[src/rtl/fir_tx_sequencer_if.sv]
// rtl/fir_tx_sequencer_if.sv - control/status bundle between the host and the FIR tx sequencer
interface fir_tx_sequencer_if #(
  parameter int NB_DIV = 8
);
  logic              i_start;
  logic              i_stop;
  logic [NB_DIV-1:0] i_div;
  logic              o_enable;
  logic              o_valid;
  logic              o_prbs;
  logic              o_busy;
  logic [1:0]        o_state;
  logic [15:0]       o_sym_count;

  modport master (
    output i_start, i_stop, i_div,
    input  o_enable, o_valid, o_prbs, o_busy, o_state, o_sym_count
  );

  modport slave (
    input  i_start, i_stop, i_div,
    output o_enable, o_valid, o_prbs, o_busy, o_state, o_sym_count
  );
endinterface

[src/rtl/fir_tx_sequencer.sv]
// rtl/fir_tx_sequencer.sv - sample tick, symbol strobe and PRBS9 source with flush/drain framing
module fir_tx_sequencer #(
  parameter int         OVER_SAMP = 8,
  parameter int         NB_COUNT  = 3,
  parameter int         N_BAUDS   = 7,
  parameter int         NB_DIV    = 8,
  parameter logic [8:0] PRBS_SEED = 9'h1FF
) (
  input  logic                clk,
  input  logic                i_rst,
  fir_tx_sequencer_if.slave   bus
);

  typedef enum logic [1:0] {
    ST_IDLE  = 2'd0,
    ST_FLUSH = 2'd1,
    ST_RUN   = 2'd2,
    ST_DRAIN = 2'd3
  } state_t;

  localparam int                    NB_LEFT    = $clog2(N_BAUDS + 1);
  localparam logic [NB_LEFT-1:0]    LEFT_LAST  = NB_LEFT'(N_BAUDS - 1);
  localparam logic [NB_COUNT-1:0]   PHASE_LAST = NB_COUNT'(OVER_SAMP - 1);

  state_t              r_state;
  logic [NB_DIV-1:0]   r_div_reg;
  logic [NB_DIV-1:0]   r_div_cnt;
  logic [NB_COUNT-1:0] r_phase;
  logic [8:0]          r_lfsr;
  logic                r_stop_pend;
  logic [NB_LEFT-1:0]  r_sym_left;
  logic [15:0]         r_sym_count;
  logic                r_enable;
  logic                r_valid;
  logic                r_prbs;

  state_t w_next_state;
  logic   w_start_ok;
  logic   w_to_drain;
  logic   w_tick;
  logic   w_en;
  logic   w_sym;

  // Ticks are dropped on the edge that returns to IDLE so no enable leaks into IDLE.
  assign w_tick = (r_state != ST_IDLE) && (r_div_cnt == r_div_reg);
  assign w_en   = w_tick && (w_next_state != ST_IDLE);
  assign w_sym  = w_en && (r_phase == PHASE_LAST);

  always_ff @(posedge clk) begin
    if (i_rst) begin
      r_state <= ST_IDLE;
    end else begin
      r_state <= w_next_state;
    end
  end

  // Flush/drain accounting acts on the cycle the strobe is visible, one clk after it is issued.
  always_comb begin
    w_next_state = r_state;
    w_start_ok   = 1'b0;
    w_to_drain   = 1'b0;
    case (r_state)
      ST_IDLE: begin
        if (bus.i_start) begin
          w_next_state = ST_FLUSH;
          w_start_ok   = 1'b1;
        end
      end
      ST_FLUSH: begin
        if (r_valid && (r_sym_left == LEFT_LAST)) begin
          if (r_stop_pend) begin
            w_next_state = ST_DRAIN;
            w_to_drain   = 1'b1;
          end else begin
            w_next_state = ST_RUN;
          end
        end
      end
      ST_RUN: begin
        if (r_valid && r_stop_pend) begin
          w_next_state = ST_DRAIN;
          w_to_drain   = 1'b1;
        end
      end
      ST_DRAIN: begin
        if (r_valid && (r_sym_left == LEFT_LAST)) begin
          w_next_state = ST_IDLE;
        end
      end
      default: w_next_state = ST_IDLE;
    endcase
  end

  always_ff @(posedge clk) begin
    if (i_rst) begin
      r_div_reg   <= '0;
      r_div_cnt   <= '0;
      r_phase     <= '0;
      r_lfsr      <= PRBS_SEED;
      r_stop_pend <= 1'b0;
      r_sym_left  <= '0;
      r_sym_count <= '0;
      r_enable    <= 1'b0;
      r_valid     <= 1'b0;
      r_prbs      <= 1'b0;
    end else begin
      r_enable <= w_en;
      r_valid  <= w_sym;
      r_prbs   <= w_sym && (r_state == ST_RUN) && r_lfsr[8];

      // Phase is never cleared on start so it stays lock-stepped with the FIR.
      if (w_en) begin
        r_phase <= (r_phase == PHASE_LAST) ? '0 : r_phase + 1'b1;
      end

      if (w_start_ok) begin
        r_div_reg <= bus.i_div;
        r_div_cnt <= '0;
      end else if (r_state != ST_IDLE) begin
        r_div_cnt <= w_tick ? '0 : r_div_cnt + 1'b1;
      end

      if (w_start_ok) begin
        r_lfsr      <= PRBS_SEED;
        r_sym_count <= '0;
      end else if (w_sym && (r_state == ST_RUN)) begin
        r_lfsr <= {r_lfsr[7:0], r_lfsr[8] ^ r_lfsr[4]};
        if (r_sym_count != 16'hFFFF) begin
          r_sym_count <= r_sym_count + 16'd1;
        end
      end

      if (w_start_ok || w_to_drain) begin
        r_sym_left <= '0;
      end else if (r_valid && ((r_state == ST_FLUSH) || (r_state == ST_DRAIN))) begin
        r_sym_left <= r_sym_left + 1'b1;
      end

      if ((r_state == ST_DRAIN) && (w_next_state == ST_IDLE)) begin
        r_stop_pend <= 1'b0;
      end else if (bus.i_stop && ((r_state == ST_FLUSH) || (r_state == ST_RUN))) begin
        r_stop_pend <= 1'b1;
      end
    end
  end

  assign bus.o_enable    = r_enable;
  assign bus.o_valid     = r_valid;
  assign bus.o_prbs      = r_prbs;
  assign bus.o_busy      = (r_state != ST_IDLE);
  assign bus.o_state     = r_state;
  assign bus.o_sym_count = r_sym_count;

endmodule

[src/flat_wrapper.sv]
// flat-port wrapper written by rule: the top's interface ports become plain ports
module fir_tx_sequencer_flat 
#(
  parameter int         OVER_SAMP = 8,
  parameter int         NB_COUNT  = 3,
  parameter int         N_BAUDS   = 7,
  parameter int         NB_DIV    = 8,
  parameter logic [8:0] PRBS_SEED = 9'h1FF
)
  (clk, i_rst, bus_i_start, bus_i_stop, bus_i_div, bus_o_enable, bus_o_valid, bus_o_prbs, bus_o_busy, bus_o_state, bus_o_sym_count);
  fir_tx_sequencer_if #(.NB_DIV(NB_DIV)) bus_i ();
  input  logic clk;
  input  logic i_rst;
  input wire logic [$bits(bus_i.i_start)-1:0] bus_i_start;
  input wire logic [$bits(bus_i.i_stop)-1:0] bus_i_stop;
  input wire logic [$bits(bus_i.i_div)-1:0] bus_i_div;
  output wire logic [$bits(bus_i.o_enable)-1:0] bus_o_enable;
  output wire logic [$bits(bus_i.o_valid)-1:0] bus_o_valid;
  output wire logic [$bits(bus_i.o_prbs)-1:0] bus_o_prbs;
  output wire logic [$bits(bus_i.o_busy)-1:0] bus_o_busy;
  output wire logic [$bits(bus_i.o_state)-1:0] bus_o_state;
  output wire logic [$bits(bus_i.o_sym_count)-1:0] bus_o_sym_count;
  assign bus_i.i_start = bus_i_start;
  assign bus_i.i_stop = bus_i_stop;
  assign bus_i.i_div = bus_i_div;
  assign bus_o_enable = bus_i.o_enable;
  assign bus_o_valid = bus_i.o_valid;
  assign bus_o_prbs = bus_i.o_prbs;
  assign bus_o_busy = bus_i.o_busy;
  assign bus_o_state = bus_i.o_state;
  assign bus_o_sym_count = bus_i.o_sym_count;
  fir_tx_sequencer #(.OVER_SAMP(OVER_SAMP), .NB_COUNT(NB_COUNT), .N_BAUDS(N_BAUDS), .NB_DIV(NB_DIV), .PRBS_SEED(PRBS_SEED)) u_core (.clk(clk), .i_rst(i_rst), .bus(bus_i));
endmodule
[config.mk]
export PLATFORM = sky130hd
export DESIGN_NAME = fir_tx_sequencer_flat
export DESIGN_NICKNAME = d
export VERILOG_FILES = /design/src/rtl/fir_tx_sequencer_if.sv /design/src/rtl/fir_tx_sequencer.sv /design/src/flat_wrapper.sv
export SDC_FILE = /design/constraint.sdc
export NUM_CORES = 1
export LEC_CHECK = 0
export CORE_AREA = 2 2 104 106
export CTS_BUF_LIST = sky130_fd_sc_hd__clkbuf_8
export CTS_CLUSTER_DIAMETER = 120
export DETAILED_ROUTE_END_ITERATION = 8
export DIE_AREA = 0 0 106 108
export PLACE_DENSITY = 0.47
export SLEW_MARGIN = 15
export SYNTH_ARGS = -nofsm -noshare
export SYNTH_HDL_FRONTEND = slang
export SYNTH_SLANG_ARGS = --single-unit
[constraint.sdc]
create_clock -name clk -period 4.9 [get_ports clk]
set_clock_uncertainty 0.15 [all_clocks]
set_input_delay 0.98 -clock clk [delete_from_list [all_inputs] [get_ports clk]]
set_output_delay 0.98 -clock clk [all_outputs]
set_load 0.005 [all_outputs]
After elaboration in Yosys (flattened, before gate mapping)
Index checks and enable logic that the tools add are counted.

operators by class
  add/subtract/negate cells = 4
  eq/ne operators = 7
  muxes and demuxes = 14
  bitwise gates (word level) = 1
  reduce and logical (&&, ||, !) cells = 21

operators by type and width
  cell                                                             number
  16-bit by 1-bit adder with 16-bit output, second input constant  1
  16-bit != test, second input constant                            1
  1-bit logical AND                                                10
  8-bit by 1-bit adder with 8-bit output, second input constant    1
  8-bit == test                                                    1
  2-bit two-way mux                                                4
  8-bit two-way mux                                                1
  2-bit one-hot mux with 4 select lines                            1
  3-bit by 1-bit adder with 3-bit output, second input constant    2
  3-bit == test, second input constant                             2
  1-bit two-way mux                                                6
  2-bit OR reduction                                               3
  2-bit == test, second input constant                             2
  2-bit logical NOT                                                2
  2-bit nonzero test                                               2
  1-bit logical OR                                                 3
  3-bit two-way mux                                                1
  2-bit by 1-bit == test with 1-bit output, second input constant  1
  1-bit one-hot mux with 2 select lines                            1
  2-bit AND reduction                                              1
  1-bit bitwise XOR                                                1

storage, ports and cells
  register bits after elaboration = 53
  logic and storage cells = 58

Depth between registers and ports, before layout
  word-level depth = 9
  gate-level depth with buffers = 9
  gate-level depth less buffers = 8

Worst setup path after synthesis
No wires, ideal clock.

  path type = register to register
  from = register u_core.r_state[0] (netlist: u_core.bus.o_state[0])
  to = register u_core.r_sym_count[10] (netlist: u_core.bus.o_sym_count[10])
  library setup time = 0.119 ns
  arrival = 2.175 ns
  required time = 4.631 ns
  path slack = 2.456 ns
  stages on the path, launching flop included = 9
  buffers on the path = 2
  clock period less this slack = 2.444 ns
  cell sequence = dfxtp_1 inv_1 ha_1 clkbuf_1 or4_4 nor4_4 buf_6 nand4_1 mux2i_1

between the ends
  word-level cells in the longest chain between the ends = 7
  elaborated cells on any way between the ends = 18

ends and longest elaborated chain
  element                                RTL line                 source
  start: declaration                     fir_tx_sequencer.sv:25   state_t r_state;
  start signal: assignment               fir_tx_sequencer.sv:53   r_state <= w_next_state;
  2-bit == test (tied with other cells)  fir_tx_sequencer.sv:62   case (r_state)
  2-bit one-hot mux with 4 select lines  fir_tx_sequencer.sv:62
  2-bit nonzero test                     fir_tx_sequencer.sv:46   assign w_en = w_tick && (w_next_state != ST_IDLE);
  1-bit logical AND                      fir_tx_sequencer.sv:46
  1-bit logical AND                      fir_tx_sequencer.sv:47   assign w_sym = w_en && (r_phase == PHASE_LAST);
  1-bit logical AND                      fir_tx_sequencer.sv:126  end else if (w_sym && (r_state == ST_RUN)) begin
  2-bit AND reduction (no line)          -
  end signal: assignment                 fir_tx_sequencer.sv:129  r_sym_count <= r_sym_count + 16'd1;
  end: declaration                       fir_tx_sequencer.sv:32   logic [15:0] r_sym_count;

Parallel ways exist; a longest one is shown, timed or not.
A chain may end at the register's enable or synchronous reset.

Worst setup path in the final report
  from = register u_core.r_state[0] (netlist: u_core.bus.o_state[0])
  to = output bus_o_busy

between the ends
  word-level cells in the longest chain between the ends = 1

ends and longest elaborated chain
  element             RTL line                 source
  2-bit nonzero test  fir_tx_sequencer.sv:150  assign bus.o_busy = (r_state != ST_IDLE);
  end: declaration    flat_wrapper.sv:20       output wire logic [$bits(bus_i.o_busy)-1:0] bus_o_busy;

Every way passes these cells.

==> results.ini <==
[run_status]
status = finished, final reports clean

[logic_synthesis]
ys_types = 38
synth_ff_type = dfxtp_1
synth_nets = 320
yosysMostFrequentCell = dfxtp_1
synth_common_cells = dfxtp_1, nand2_1, nand3_1
netlist.area_leader.share = 0.424
ys_warn_count = 0
yosys-top-cells-area = dfxtp_1, ha_1, nand2_1
synth.ff_latch_count = 53
synth_edf_count = 0
synthArstFlopShare = 0
yosys.area.top_type = dfxtp_1
netlist_instances = 297
syn_area_per_cell_um2 = 8.43
syn_area_um2 = 2500
seq_area_frac_synth = 0.424

[placement]
place_ws_ns = 1.34
port_buffers = 33
gp_congestion = 0.747
hpwl_um = 4010

[sta]
finalSetupViolCount = 0
slew_viol_final = 0
hold_viol_final = 0
whs_ns = 0.325
worst_pin_slew_ns = 0.836
fin_crit_ns = 3.22
max_freq_mhz = 311
tns_ns = 0
grt_setup_unrepaired = no
relSlewSlack = 0.438
setup_slack_ns = 1.68
post-route-period-util = 0.656

[drt]
via_per_inst = 4.60
drtIter0Drc = 65
dr.max_layer_used = met4
drt-total-wl_um = 5620
wl_per_cell_um = 12.2
ant_nets = 0
num_vias = 2114
drt_first_pass_iters = 4
drc_errors = 0
routed-wl-met3_um = 212
met2WireLength_um = 2440
drt-met1-wl_um = 2930

[clock_tree]
cts.sinks = 53
cts-root-buf = clkbuf_8
h-tree-depth = 2
cts_setup_buffers = 0
cts_made_buffers = 5
cts_buffer_depth = 2
cts_hold_buf = 0
post_cts_resized = 0
clk_latency_ns = 0.30
cts_tree = yes
path_clk_slew_ns = 0.09

[worst_hold_path]
min_path_type = flip-flop to flip-flop
worstHoldStart = u_core.r_div_reg[4]$_SDFFE_PP0P_

[floorplan]
initial_core_util = 0.245
rows = 37
core_area_um2 = 10200
die_x_um = 106
top_level_ports = 34
die_h_um = 108
dieArea_um2 = 11400

[finish]
drive_gt1_frac = 0.0401
diodes = 0
largest_reg_flops = 16
fin_nets = 346
area_delta_synth_final_pct = 21.1
fin_util = 0.296

[worst_setup_path]
crit_start = u_core.bus.o_state[0]$_SDFF_PP0_
cp-end-kind = output port
crit_arrival_ns = 2.09
max_stage_delay_ns = 0.52
path_class = flip-flop to output port
cp.required_ns = 3.77
slowest_stage = clkdlybuf4s50_1
cp_common_cell = inv_1
startpoint_type = flip-flop
critPathBufInv = 3
crit_path_max_fanout = 17
crit_family = buffers and inverters
r2r_slack_ns = 1.87
regToRegStartpoint = u_core.bus.o_state[0]$_SDFF_PP0_
crit_chain = inv_1 -> ha_1 -> inv_1 -> clkdlybuf4s50_1

[global_routing]
grt.overflow.total = 0
grt_first_pass_wirelength_um = 9580
grt_max_degree = 21
grt_util_all_layers = 0.103
grt_antenna_before_repair = 0
grt_pass1_vias = 1994

[pwr]
leakagePower_nw = 1.05
irDropWorstVdd_mv = 0.120
power.density_nw_per_um2 = 249

[run]
maxCapViolations = 0

## cell usage in the layout, fill, tap and decap left out, types with 3 or more instances in the layout
| cell | n |
|---|---|
| dfxtp_1 | 53 |
| nand2_1 | 36 |
| clkdlybuf4s50_1 | 33 |
| nand3_1 | 26 |
| a21oi_1 | 24 |
| nor2_1 | 21 |
| o21ai_0 | 13 |
| xnor2_1 | 12 |
| nand4_1 | 11 |
| ha_1 | 11 |
| or3_1 | 8 |
| inv_1 | 7 |
| xor2_1 | 7 |
| nor3_1 | 7 |
| mux2i_1 | 7 |
| o21ai_1 | 6 |
| nand2b_1 | 5 |
| clkbuf_8 | 5 |
| and3_1 | 4 |
| nor4_1 | 3 |
## per-layer routing
metal | track usage | vias to the layer above
met5 | 0 | -
met3 | 0.0223 | 7
li1 | - | 1099
met2 | 0.163 | 38
met4 | 0.0310 | 0
met1 | 0.141 | 970
## worst register-to-register path: cells and delay by family, from the launching register on
family	cells	cell delay, ns
and+or+nand+nor	2	1.36
DFF	1	0.49
adders and majority gates	1	0.44
AOI/OAI and AO/OA	2	0.36
buffers and inverters	1	0.14
## cell type report
type | count | area, um2
fillers | 1101 | 7200
multi-input cells | 223 | 1360
flip-flops and latches | 53 | 1060
repair buffers | 34 | 338
well taps | 136 | 170
clock buffers | 5 | 68.8
inverters | 6 | 22.5
clock inverters | 3 | 13.8
## report_power, final
part	switching, mW	leakage [nW]	internal (mW)
registers	0.00665	0.429	0.437
clock network	0.142	0.0491	0.0975
logic	0.0412	0.572	0.0291
total	0.190	1.05	0.564
## path summary, 6_finish.rpt
| path | endpoint | depth (start not counted) |
|---|---|---|
| max | bus_o_busy | 4 |
| min | u_core.r_div_reg[4]$_SDFFE_PP0P_ | 2 |
| max reg2reg | u_core.bus.o_sym_count[2]$_SDFFE_PP0P_ | 6 |
| min reg2reg | u_core.r_div_reg[4]$_SDFFE_PP0P_ | 2 |
## stage by stage
stage / cell area [um2] / cells / power (mW)
floorplan: 2500 / 297 / 0.499
global placement: 2940 / 452 / 0.524
detailed placement: 2940 / 452 / 0.525
CTS: 3030 / 460 / 0.771
global route: 3030 / 460 / 0.798
finish: 3030 / 460 / 0.754
## cell families after synthesis
group | synth area share
muxes | 0.0280
buffers and inverters | 0.0360
xor gates and xnor gates | 0.0665
and+or+nand+nor | 0.267
AOI/OAI and AO/OA | 0.124
DFF | 0.424
adders and majority gates | 0.0550
(Power assumes the default switching activity.)
